==> src/rtl/ipf_lcu_feeder.sv <==
// Walks a 128x128 frame LCU by LCU, fetching per-LCU parameters and streaming pixels to the filter.
// Define IPF_FEED_PIXCNT_EN to add the saturating pix_cnt beat counter output.
module ipf_lcu_feeder (
  input  logic        clk,
  input  logic        reset,
  input  logic        start,
  input  logic [1:0]  cfg_lcu_size,
  output logic        done,
  output logic        img_rd,
  output logic [13:0] img_addr,
  input  logic [7:0]  img_data,
  output logic        par_rd,
  output logic [5:0]  par_addr,
  input  logic [23:0] par_data,
  input  logic        busy,
  output logic        in_en,
  output logic [7:0]  din,
  output logic [1:0]  ipf_type,
  output logic [4:0]  ipf_band_pos,
  output logic        ipf_wo_class,
  output logic [15:0] ipf_offset,
  output logic [2:0]  lcu_x,
  output logic [2:0]  lcu_y,
  output logic [1:0]  lcu_size
`ifdef IPF_FEED_PIXCNT_EN
  ,
  output logic [14:0] pix_cnt
`endif
);

  typedef enum logic [2:0] {IDLE, PARAM, PLOAD, STREAM, WAIT_HI, WAIT_LO, DONE} state_t;

  state_t     state;
  logic [5:0] row_cnt;
  logic [5:0] col_cnt;
  logic       rd_d1;
  logic [5:0] n_last;
  logic [2:0] m_last;
  logic       last_lcu;
  logic [2:0] nx_x;
  logic [2:0] nx_y;
  logic [1:0] size_norm;

  function automatic logic [13:0] pix_addr(input logic [2:0] ly, input logic [2:0] lx,
                                           input logic [5:0] r, input logic [5:0] c,
                                           input logic [1:0] sz);
    logic [6:0] row_v;
    logic [6:0] col_v;
    row_v = (7'(ly) << (3'd4 + 3'(sz))) + 7'(r);
    col_v = (7'(lx) << (3'd4 + 3'(sz))) + 7'(c);
    return {row_v, col_v};
  endfunction

  function automatic logic [5:0] par_index(input logic [2:0] ly, input logic [2:0] lx,
                                           input logic [1:0] sz);
    return (6'(ly) << (2'd3 - sz)) + 6'(lx);
  endfunction

  // lcu_size only ever holds 0..2, so these stay within range
  assign n_last    = 6'((7'd16 << lcu_size) - 7'd1);
  assign m_last    = 3'd7 >> lcu_size;
  assign last_lcu  = (lcu_x == m_last) && (lcu_y == m_last);
  assign nx_x      = (lcu_x == m_last) ? 3'd0 : lcu_x + 3'd1;
  assign nx_y      = (lcu_x == m_last) ? lcu_y + 3'd1 : lcu_y;
  assign size_norm = (cfg_lcu_size == 2'd3) ? 2'd2 : cfg_lcu_size;

  always_ff @(posedge clk or posedge reset) begin
    if (reset) begin
      state        <= IDLE;
      row_cnt      <= '0;
      col_cnt      <= '0;
      done         <= 1'b0;
      img_rd       <= 1'b0;
      img_addr     <= '0;
      par_rd       <= 1'b0;
      par_addr     <= '0;
      ipf_type     <= '0;
      ipf_band_pos <= '0;
      ipf_wo_class <= 1'b0;
      ipf_offset   <= '0;
      lcu_x        <= '0;
      lcu_y        <= '0;
      lcu_size     <= '0;
    end else begin
      par_rd <= 1'b0;
      img_rd <= 1'b0;
      case (state)
        IDLE, DONE: begin
          if (start) begin
            lcu_size <= size_norm;
            lcu_x    <= '0;
            lcu_y    <= '0;
            done     <= 1'b0;
            par_rd   <= 1'b1;
            par_addr <= '0;
            state    <= PARAM;
          end
        end
        PARAM: state <= PLOAD;
        PLOAD: begin
          ipf_type     <= par_data[23:22];
          ipf_band_pos <= par_data[21:17];
          ipf_wo_class <= par_data[16];
          ipf_offset   <= par_data[15:0];
          row_cnt      <= '0;
          col_cnt      <= '0;
          img_rd       <= 1'b1;
          img_addr     <= pix_addr(lcu_y, lcu_x, 6'd0, 6'd0, lcu_size);
          state        <= STREAM;
        end
        STREAM: begin
          // row_cnt/col_cnt name the read being issued this cycle
          if (col_cnt == n_last) begin
            if (row_cnt >= 6'd2) begin
              state <= WAIT_HI;
            end else begin
              row_cnt  <= row_cnt + 6'd1;
              col_cnt  <= '0;
              img_rd   <= 1'b1;
              img_addr <= pix_addr(lcu_y, lcu_x, row_cnt + 6'd1, 6'd0, lcu_size);
            end
          end else begin
            col_cnt  <= col_cnt + 6'd1;
            img_rd   <= 1'b1;
            img_addr <= pix_addr(lcu_y, lcu_x, row_cnt, col_cnt + 6'd1, lcu_size);
          end
        end
        WAIT_HI: begin
          if (busy) state <= WAIT_LO;
        end
        WAIT_LO: begin
          if (!busy) begin
            if (row_cnt != n_last) begin
              row_cnt  <= row_cnt + 6'd1;
              col_cnt  <= '0;
              img_rd   <= 1'b1;
              img_addr <= pix_addr(lcu_y, lcu_x, row_cnt + 6'd1, 6'd0, lcu_size);
              state    <= STREAM;
            end else if (last_lcu) begin
              done  <= 1'b1;
              state <= DONE;
            end else begin
              lcu_x    <= nx_x;
              lcu_y    <= nx_y;
              par_rd   <= 1'b1;
              par_addr <= par_index(nx_y, nx_x, lcu_size);
              state    <= PARAM;
            end
          end
        end
        default: state <= IDLE;
      endcase
    end
  end

  // ROM data lands one cycle after img_rd; one more register puts it on din
  always_ff @(posedge clk or posedge reset) begin
    if (reset) begin
      rd_d1 <= 1'b0;
      in_en <= 1'b0;
      din   <= '0;
    end else begin
      rd_d1 <= img_rd;
      in_en <= rd_d1;
      if (rd_d1) din <= img_data;
    end
  end

`ifdef IPF_FEED_PIXCNT_EN
  always_ff @(posedge clk or posedge reset) begin
    if (reset) begin
      pix_cnt <= '0;
    end else if (start && (state == IDLE || state == DONE)) begin
      pix_cnt <= '0;
    end else if (in_en && pix_cnt != 15'h7FFF) begin
      pix_cnt <= pix_cnt + 15'd1;
    end
  end
`endif

endmodule

==> config.mk <==
export PLATFORM = sky130hd
export DESIGN_NAME = ipf_lcu_feeder
export DESIGN_NICKNAME = d
export VERILOG_FILES = /design/src/rtl/ipf_lcu_feeder.sv
export SDC_FILE = /design/constraint.sdc
export NUM_CORES = 1
export LEC_CHECK = 0
export BUFFER_PORTS_ARGS = -buffer_cell sky130_fd_sc_hd__buf_2
export CAP_MARGIN = 25
export CORE_MARGIN = 1
export CORE_UTILIZATION = 49
export CTS_CLUSTER_SIZE = 24
export DETAILED_ROUTE_END_ITERATION = 10
export GPL_ROUTABILITY_DRIVEN = 0
export PLACE_DENSITY_LB_ADDON = 0.3
export SLEW_MARGIN = 30
export SYNTH_ARGS = -nofsm -noshare
export SYNTH_HDL_FRONTEND = slang
export SYNTH_SLANG_ARGS = --single-unit
==> constraint.sdc <==
create_clock -name clk -period 3.4 [get_ports clk]
set_clock_uncertainty 0.1 [all_clocks]
set_input_delay 0.17 -clock clk [delete_from_list [all_inputs] [get_ports clk]]
set_output_delay 0.17 -clock clk [all_outputs]
set_load 0.03 [all_outputs]
==> run_results.csv, run 1 <==
group,metric,value,unit
clocking,number_of_cts_inserted_buffers,9,
hold_path,timing.hold.worst.class,"in -> reg",
hold_path,worst_hold_startpoint,"start",
route,route.detailed.drc,0,
die,die_width,96.50,um
power_and_ir_drop,power-per-cell-area,807.8,nW/um^2
route,drt_pre_antenna_iters,4,
run_status,run_status,"complete, no violations",
placed_design,placed_cells_incl_taps,648,
sta,timing.final.max_slew_violations,0,
critical_path,r2r-start,"lcu_size[1]",
synthesis,synth-edff-count,0,
critical_path,worstPathArrival,3.37,ns
synthesis,yosys-mux-area-fraction,9.408,%
global_routing,grt_first_pass_wirelength,17190,um
route,final_wirelength,11080,um
synthesis,compound_gate_fraction_of_synth_area,17.44,%
synthesis,sequential_cell_area_fraction_in_the_yosys_report,45.75,%
sta,tightest_slew,0.6950,ns
placed_design,hpwlAfterDp,7310,um
synthesis,synth_cell_types,70,
synthesis,post_synth_xor_area_fraction,3.003,%
power_and_ir_drop,power.ir.vdd_worst,349.6,uV
route,vias_per_cell,5.546,
die,floorplan.initialDensity,50.42,%
sta,fin_setup_tns,0,ns
clocking,htree_num_levels,3,
route,routedWlPerCell,15.85,um
critical_path,worstPathMaxFanout,6,
sta,finalCritPeriodShare,94.53,%
sta,finalSetupViolCount,0,
route,iteration_0_drc_count_of_the_detailed_router,233,
global_routing,grt_remaining_overflow,0,
finish,finish.cell_count_without_fillers,699,
synthesis,asyncSetResetFlopFracSynth,100.0,%
critical_path,crit_required,3.56,ns
critical_path,worst_setup_path_start_kind,"flop",
finish,layout.nets,639,
flow_run,drv_cap,0,
clocking,cts-root-to-sink-buffers,2,
critical_path,endpoint_kind,"flop",
clocking,worst_setup_hold_path_clk_slew,0.09,ns
global_routing,antenna_violations_before_repair,0,
clocking,skew_pair_late_insertion_delay,0.36,ns
finish,syn_to_final_growth,30.83,%
clocking,buffers_inserted_by_post_cts_timing_repair,0,
die,rows,34,
sta,shortest_clock_period_the_worst_path_allows_after_layout,3.214,ns
synthesis,post_synth_fa_ha_maj_area_fraction,4.976,%
synthesis,synth_area_per_cell,9.922,sq um
finish,final_core_occ,65.96,%
global_routing,grt_start_max_net_pins,52,
die,ioPinCount,102,
die,die_h,96.50,um
sta,fmax,311.1,MHz
sta,rsz_0062_raised_after_global_routing,"no",
synthesis,synth.cell_area,4375,sq um
global_routing,first_global_vias,3602,
finish,nFillCells,675,
die,core_area,8678,sq um
synthesis,dominant_combinational_cell_family_by_area_after_synthesis,"compound AO/OA/AOI/OAI gates",
synthesis,synth-simple-area-share,15.44,%
global_routing,grt_use_total,24.24,%
sta,report.final.hold_viol_count,0,
synthesis,post_syn_nets,494,
finish,final_cell_mix,"101 x sky130_fd_sc_hd__buf_2, 77 x sky130_fd_sc_hd__dfrtp_1, 46 x sky130_fd_sc_hd__nor2_1",
synthesis,syn-instance-count,441,
clocking,ctsRootBufferMaster,"sky130_fd_sc_hd__clkbuf_8",
clocking,numClockSinks,80,
critical_path,worstSetupStartpoint,"lcu_size[1]",
die,die_area,9311,sq um
clocking,cts_tree,"yes",
synthesis,synth_warnings,0,
route,final_antenna_net_count,0,
finish,antenna_cells,0,
synthesis,number_of_register_bits_inferred_by_synthesis,80,
power_and_ir_drop,leakage_power,2.676,nW
critical_path,crit_type,"reg -> reg",
sta,relSlewSlack,53.17,%
synthesis,top_reg_cell_synth,"sky130_fd_sc_hd__dfrtp_1",
route,via_count,3877,
finish,post_route_cells_drive_above_1_share,32.66,%
finish,mostFrequentLayoutCell,"sky130_fd_sc_hd__buf_2",
placed_design,io_buffer_count,101,
==> cell families (layout without fill, tap and decap cells) <==
family                     count (synthesis)  in the layout
buffers and inverters                     40            190
DFF                                       80             80
adders and majority gates                 15             15
xor gates and xnor gates                  15             15
AOI/OAI and AO/OA                        113            113
muxes                                     37             37
and+or+nand+nor                          141            141
==> per-stage QoR <==
stage	total power [W]	hold slack, ns	instance area, sq um	setup WS, ns
finish	0.004624	0.1235	5724	0.1858
floorplan	0.003064	0.1754	4375	0.02244
detailed placement	0.003682	0.2618	5060	0.01969
CTS	0.004600	0.1112	5663	0.002050
global placement	0.003625	0.2552	5060	0.1599
global route	0.004913	0.1496	5724	0.008680
==> cell usage after synthesis (all sizes together), types with 4 or more instances <==
| cell type | n | area share, % |
|---|---|---|
| nand3 | 9 | 1.0 |
| buf | 10 | 1.4 |
| fa | 4 | 1.8 |
| mux2i | 4 | 0.92 |
| xnor2 | 9 | 1.8 |
| nand2b | 6 | 0.86 |
| clkbuf | 11 | 0.94 |
| and3 | 4 | 0.57 |
| a21oi | 20 | 2.4 |
| o21ai | 42 | 4.9 |
| o31ai | 7 | 1.4 |
| inv | 19 | 1.6 |
| mux2 | 33 | 8.5 |
| ha | 11 | 3.1 |
| nand2 | 44 | 3.8 |
| nor2 | 47 | 4.0 |
| dfrtp | 80 | 46 |
| nor3 | 5 | 0.69 |
| and2 | 4 | 0.57 |
| xor2 | 6 | 1.2 |
| or2 | 5 | 0.77 |
| a31oi | 4 | 0.71 |
| a22o | 6 | 1.2 |
==> worst max-delay path, stage by stage, from the launching register on <==
cell	delay, ns
sky130_fd_sc_hd__dfrtp_2	0.47
sky130_fd_sc_hd__nand4b_1	0.28
sky130_fd_sc_hd__a31oi_4	0.32
sky130_fd_sc_hd__o21ai_1	0.13
sky130_fd_sc_hd__and3_4	0.20
sky130_fd_sc_hd__a21oi_2	0.14
sky130_fd_sc_hd__nand2_1	0.11
sky130_fd_sc_hd__inv_1	0.07
sky130_fd_sc_hd__ha_1	0.21
sky130_fd_sc_hd__a21o_1	0.19
sky130_fd_sc_hd__a21oi_2	0.16
sky130_fd_sc_hd__nand2b_1	0.14
sky130_fd_sc_hd__a211oi_2	0.05
sky130_fd_sc_hd__mux2_1	0.33
sky130_fd_sc_hd__a31o_1	0.21
==> repair_timing <==
item / in CTS / in global routing
setup endpoints to repair: 0 / 1
endpoints found under the hold margin: 84 / 0
resized for setup: 0 / 10
hold buffers: 35 / 0
==> final timing paths <==
| kind | to | slack (ns) | cells after the start |
|---|---|---|---|
| max | par_addr[5] | 0.19 | 14 |
| min | done | 0.12 | 4 |
| max reg2reg | par_addr[5] | 0.19 | 14 |
| min reg2reg | rd_d1 | 0.31 | 0 |
| max in group asynchronous | rd_d1 | 1.99 | 4 |
| min in group asynchronous | din[5] | 0.36 | 3 |
==> flip-flops by register name, summed over array words and instances, names as in the netlist, 2 cells and up <==
name and flops:
din 8, ipf_type 2, lcu_size 2, lcu_y 3, row_cnt 6, col_cnt 6
ipf_offset 16, ipf_band_pos 5, img_addr 14, par_addr 6, lcu_x 3, state 3
==> power by group <==
part           internal [W]  leakage [nW]  switching [W]  total (W)
logic              0.000797          1.54        0.00141    0.00221
clock network      0.000512         0.123       0.000371   0.000883
registers           0.00128          1.01       0.000253    0.00153
total               0.00259          2.68        0.00204    0.00462
==> area by class of cell <==
class | count | area, sq um | share of cell area, %
tap | 108 | 135.1 | 2.361
clock buffer | 10 | 137.6 | 2.404
timing repair buffer | 155 | 998.5 | 17.44
multi-input combinational | 321 | 2258 | 39.45
clock inverter | 6 | 115.1 | 2.011
inverter | 19 | 73.82 | 1.290
sequential | 80 | 2006 | 35.04
==> per-layer routing <==
metal | wire length, um | global-route usage [%]
met3 | 757 | 4.930
met1 | 4916 | 31.79
met2 | 5276 | 39.91
met4 | 129 | 8.333
met5 | 0 | 0
No activity file was read; power rests on OpenSTA's default activity.
==> run 2, diff against run 1 <==
Settings changed: GPL_TIMING_DRIVEN from default to 1, PLACE_DENSITY from default to 0.77, PLACE_DENSITY_LB_ADDON 0.3 to default.
==> run 2 against run 1 <==
Effect of this change:
- final cell count up 1.0%
- global-route usage is 0.77 points lower
- power fell by 3.5%
- critical endpoint unchanged
- largest power group unchanged
- clock power decreased by 19%
- routed wire length down 0.60%
- sequential cell count is the same
- cell area down 0.13%
- maximum frequency is 0.60% lower
- hold slack gained 0.015 ns
- non-clock buffer count increased by 7
- via count is 1.5% higher
- critical path depth is 1 higher
==> run_results.csv, run 2 (synthesis gave the netlist of run 1 again) <==
group,metric,value,unit
critical_path,worst_setup_path_start_kind,"flop",
hold_path,timing.hold.worst.class,"in -> reg",
clocking,cts_tree,"yes",
route,routedWlPerCell,15.60,um
clocking,skew_pair_late_insertion_delay,0.35,ns
critical_path,worstSetupStartpoint,"lcu_size[0]",
placed_design,hpwlAfterDp,7311,um
die,die_h,96.50,um
sta,finalSetupViolCount,0,
clocking,ctsRootBufferMaster,"sky130_fd_sc_hd__clkbuf_8",
placed_design,dpl_worst_slack,0.08132,ns
sta,final_critical_path_setup_slack,0.1663,ns
critical_path,endpoint_kind,"flop",
clocking,numClockSinks,80,
sta,finalCritPeriodShare,95.11,%
route,via_count,3936,
power_and_ir_drop,leakage_power,2.694,nW
global_routing,antenna_violations_before_repair,0,
clocking,htree_num_levels,3,
die,rows,34,
route,drt_pre_antenna_iters,4,
critical_path,crit_type,"reg -> reg",
sta,shortest_clock_period_the_worst_path_allows_after_layout,3.234,ns
sta,fin_setup_tns,0,ns
critical_path,critical-path-slowest-cell,"sky130_fd_sc_hd__dfrtp_2",
route,iteration_0_drc_count_of_the_detailed_router,172,
run_status,run_status,"complete, no violations",
critical_path,worst-r2r-setup-slack,0.17,ns
route,vias_per_cell,5.575,
power_and_ir_drop,power-per-cell-area,780.6,nW/um^2
critical_path,crit_required,3.55,ns
sta,fmax,309.2,MHz
die,core_area,8678,sq um
die,die_area,9311,sq um
sta,hold_slack,0.1383,ns
finish,layout.nets,646,
die,ioPinCount,102,
critical_path,worstPathArrival,3.38,ns
route,final_wirelength,11010,um
finish,antenna_cells,0,
clocking,number_of_cts_inserted_buffers,9,
global_routing,grt_start_max_net_pins,58,
critical_path,slowest_delay,0.47,ns
hold_path,hold_depth,5,
global_routing,first_global_vias,3606,
critical_path,cp_top_family,"compound AO/OA/AOI/OAI gates",
critical_path,logic_depth_of_the_worst_path_buffers_included,15,
global_routing,grt_first_pass_wirelength,16800,um
finish,largest_reg_flops,16,
critical_path,r2r-start,"lcu_size[0]",
finish,post_route_cells_drive_above_1_share,32.78,%
sta,relSlewSlack,53.89,%
power_and_ir_drop,power.ir.vdd_worst,308.9,uV
critical_path,worstPathMaxFanout,9,
finish,syn_to_final_growth,30.65,%
global_routing,grt_use_total,23.47,%
critical_path,critical_path_cell_list,"buf_4 -> nor2_1 -> a31o_2 -> o31a_1 -> and3_1 -> a21oi_1 -> nand2_1 -> inv_1 -> ha_1 -> a21o_1 -> a21oi_2 -> nand2b_1 -> a211oi_2 -> mux2_1 -> a31o_1",
critical_path,rr_endpoint,"par_addr[5]",
die,die_width,96.50,um
finish,biggestRegsByFlops,"ipf_offset x16, img_addr x14, din x8",
flow_run,drv_cap,0,
finish,registers.top_by_ff_count,"ipf_offset",
critical_path,rr_worst_depth,15,
clocking,cts-root-to-sink-buffers,2,
critical_path,crit_buf_inv,2,
critical_path,critPathCapture,"par_addr[5]",
route,final_antenna_net_count,0,
finish,final_core_occ,65.87,%
sta,report.final.hold_viol_count,0,
route,route.detailed.drc,0,
finish,mostFrequentLayoutCell,"sky130_fd_sc_hd__buf_2",
sta,timing.final.max_slew_violations,0,
sta,tightest_slew,0.6844,ns
die,floorplan.initialDensity,50.42,%
clocking,worst_setup_hold_path_clk_slew,0.09,ns
placed_design,io_buffer_count,101,
global_routing,grt_remaining_overflow,0,
finish,final_cell_mix,"101 x sky130_fd_sc_hd__buf_2, 77 x sky130_fd_sc_hd__dfrtp_1, 46 x sky130_fd_sc_hd__nor2_1",
[run 2: layout make-up]
cell class	count	area (sq um)
fill	681	2962
multi-input combinational	321	2253
sequential	80	2006
timing repair buffer	162	1051
clock buffer	12	145.1
tap	108	135.1
inverter	19	73.82
clock inverter	4	52.55
[run 2: worst min-delay path by stage]
stage / startpoint / endpoint / slack [ns]
floorplan: cfg_lcu_size[1] / lcu_size[1] / 0.18
global placement: img_rd / rd_d1 / 0.25
detailed placement: reset / ipf_offset[7] / 0.23
CTS: start / done / 0.13
global route: start / done / 0.17
finish: start / lcu_size[1] / 0.14
[run 2: per-stage QoR]
stage	power (W)	cell area, sq um	cells
2_1_floorplan	0.003064	4375	441
3_3_place_gp	0.003604	5066	649
3_5_place_dp	0.003669	5069	649
4_1_cts	0.004419	5617	700
5_1_grt	0.004763	5717	706
6_report	0.004463	5717	706
[run 2: worst min-delay path, cell delays in order]
cell and delay, ns:
sky130_fd_sc_hd__buf_2 0.12, sky130_fd_sc_hd__inv_1 0.07, sky130_fd_sc_hd__nor4_1 0.09, sky130_fd_sc_hd__nand2_1 0.07
sky130_fd_sc_hd__nand2_1 0.04
[run 2: what timing repair did]
action | 4_1_cts | 5_1_grt
gates resized for setup | 0 | 8
setup endpoints to repair | 0 | 2
endpoints found under the hold margin | 89 | 0
buffers inserted | 0 | 6
hold buffers | 35 | 0
[run 2: routing by layer]
layer / part of all wire (%) / up-vias / routed length, um / GRT usage [%]
li1: - / 1884 / - / -
met1: 44 / 1901 / 4849 / 30.23
met2: 48 / 135 / 5299 / 40.14
met3: 6.4 / 16 / 706 / 3.208
met4: 1.4 / 0 / 159 / 8.701
met5: 0 / - / 0 / 0
[run 2: report_power, final]
group	internal [W]	leakage, nW	switching (W)
Clock	0.000363	0.101	0.000350
Sequential	0.00128	1.01	0.000239
Combinational	0.000806	1.58	0.00143
Total	0.00245	2.69	0.00201
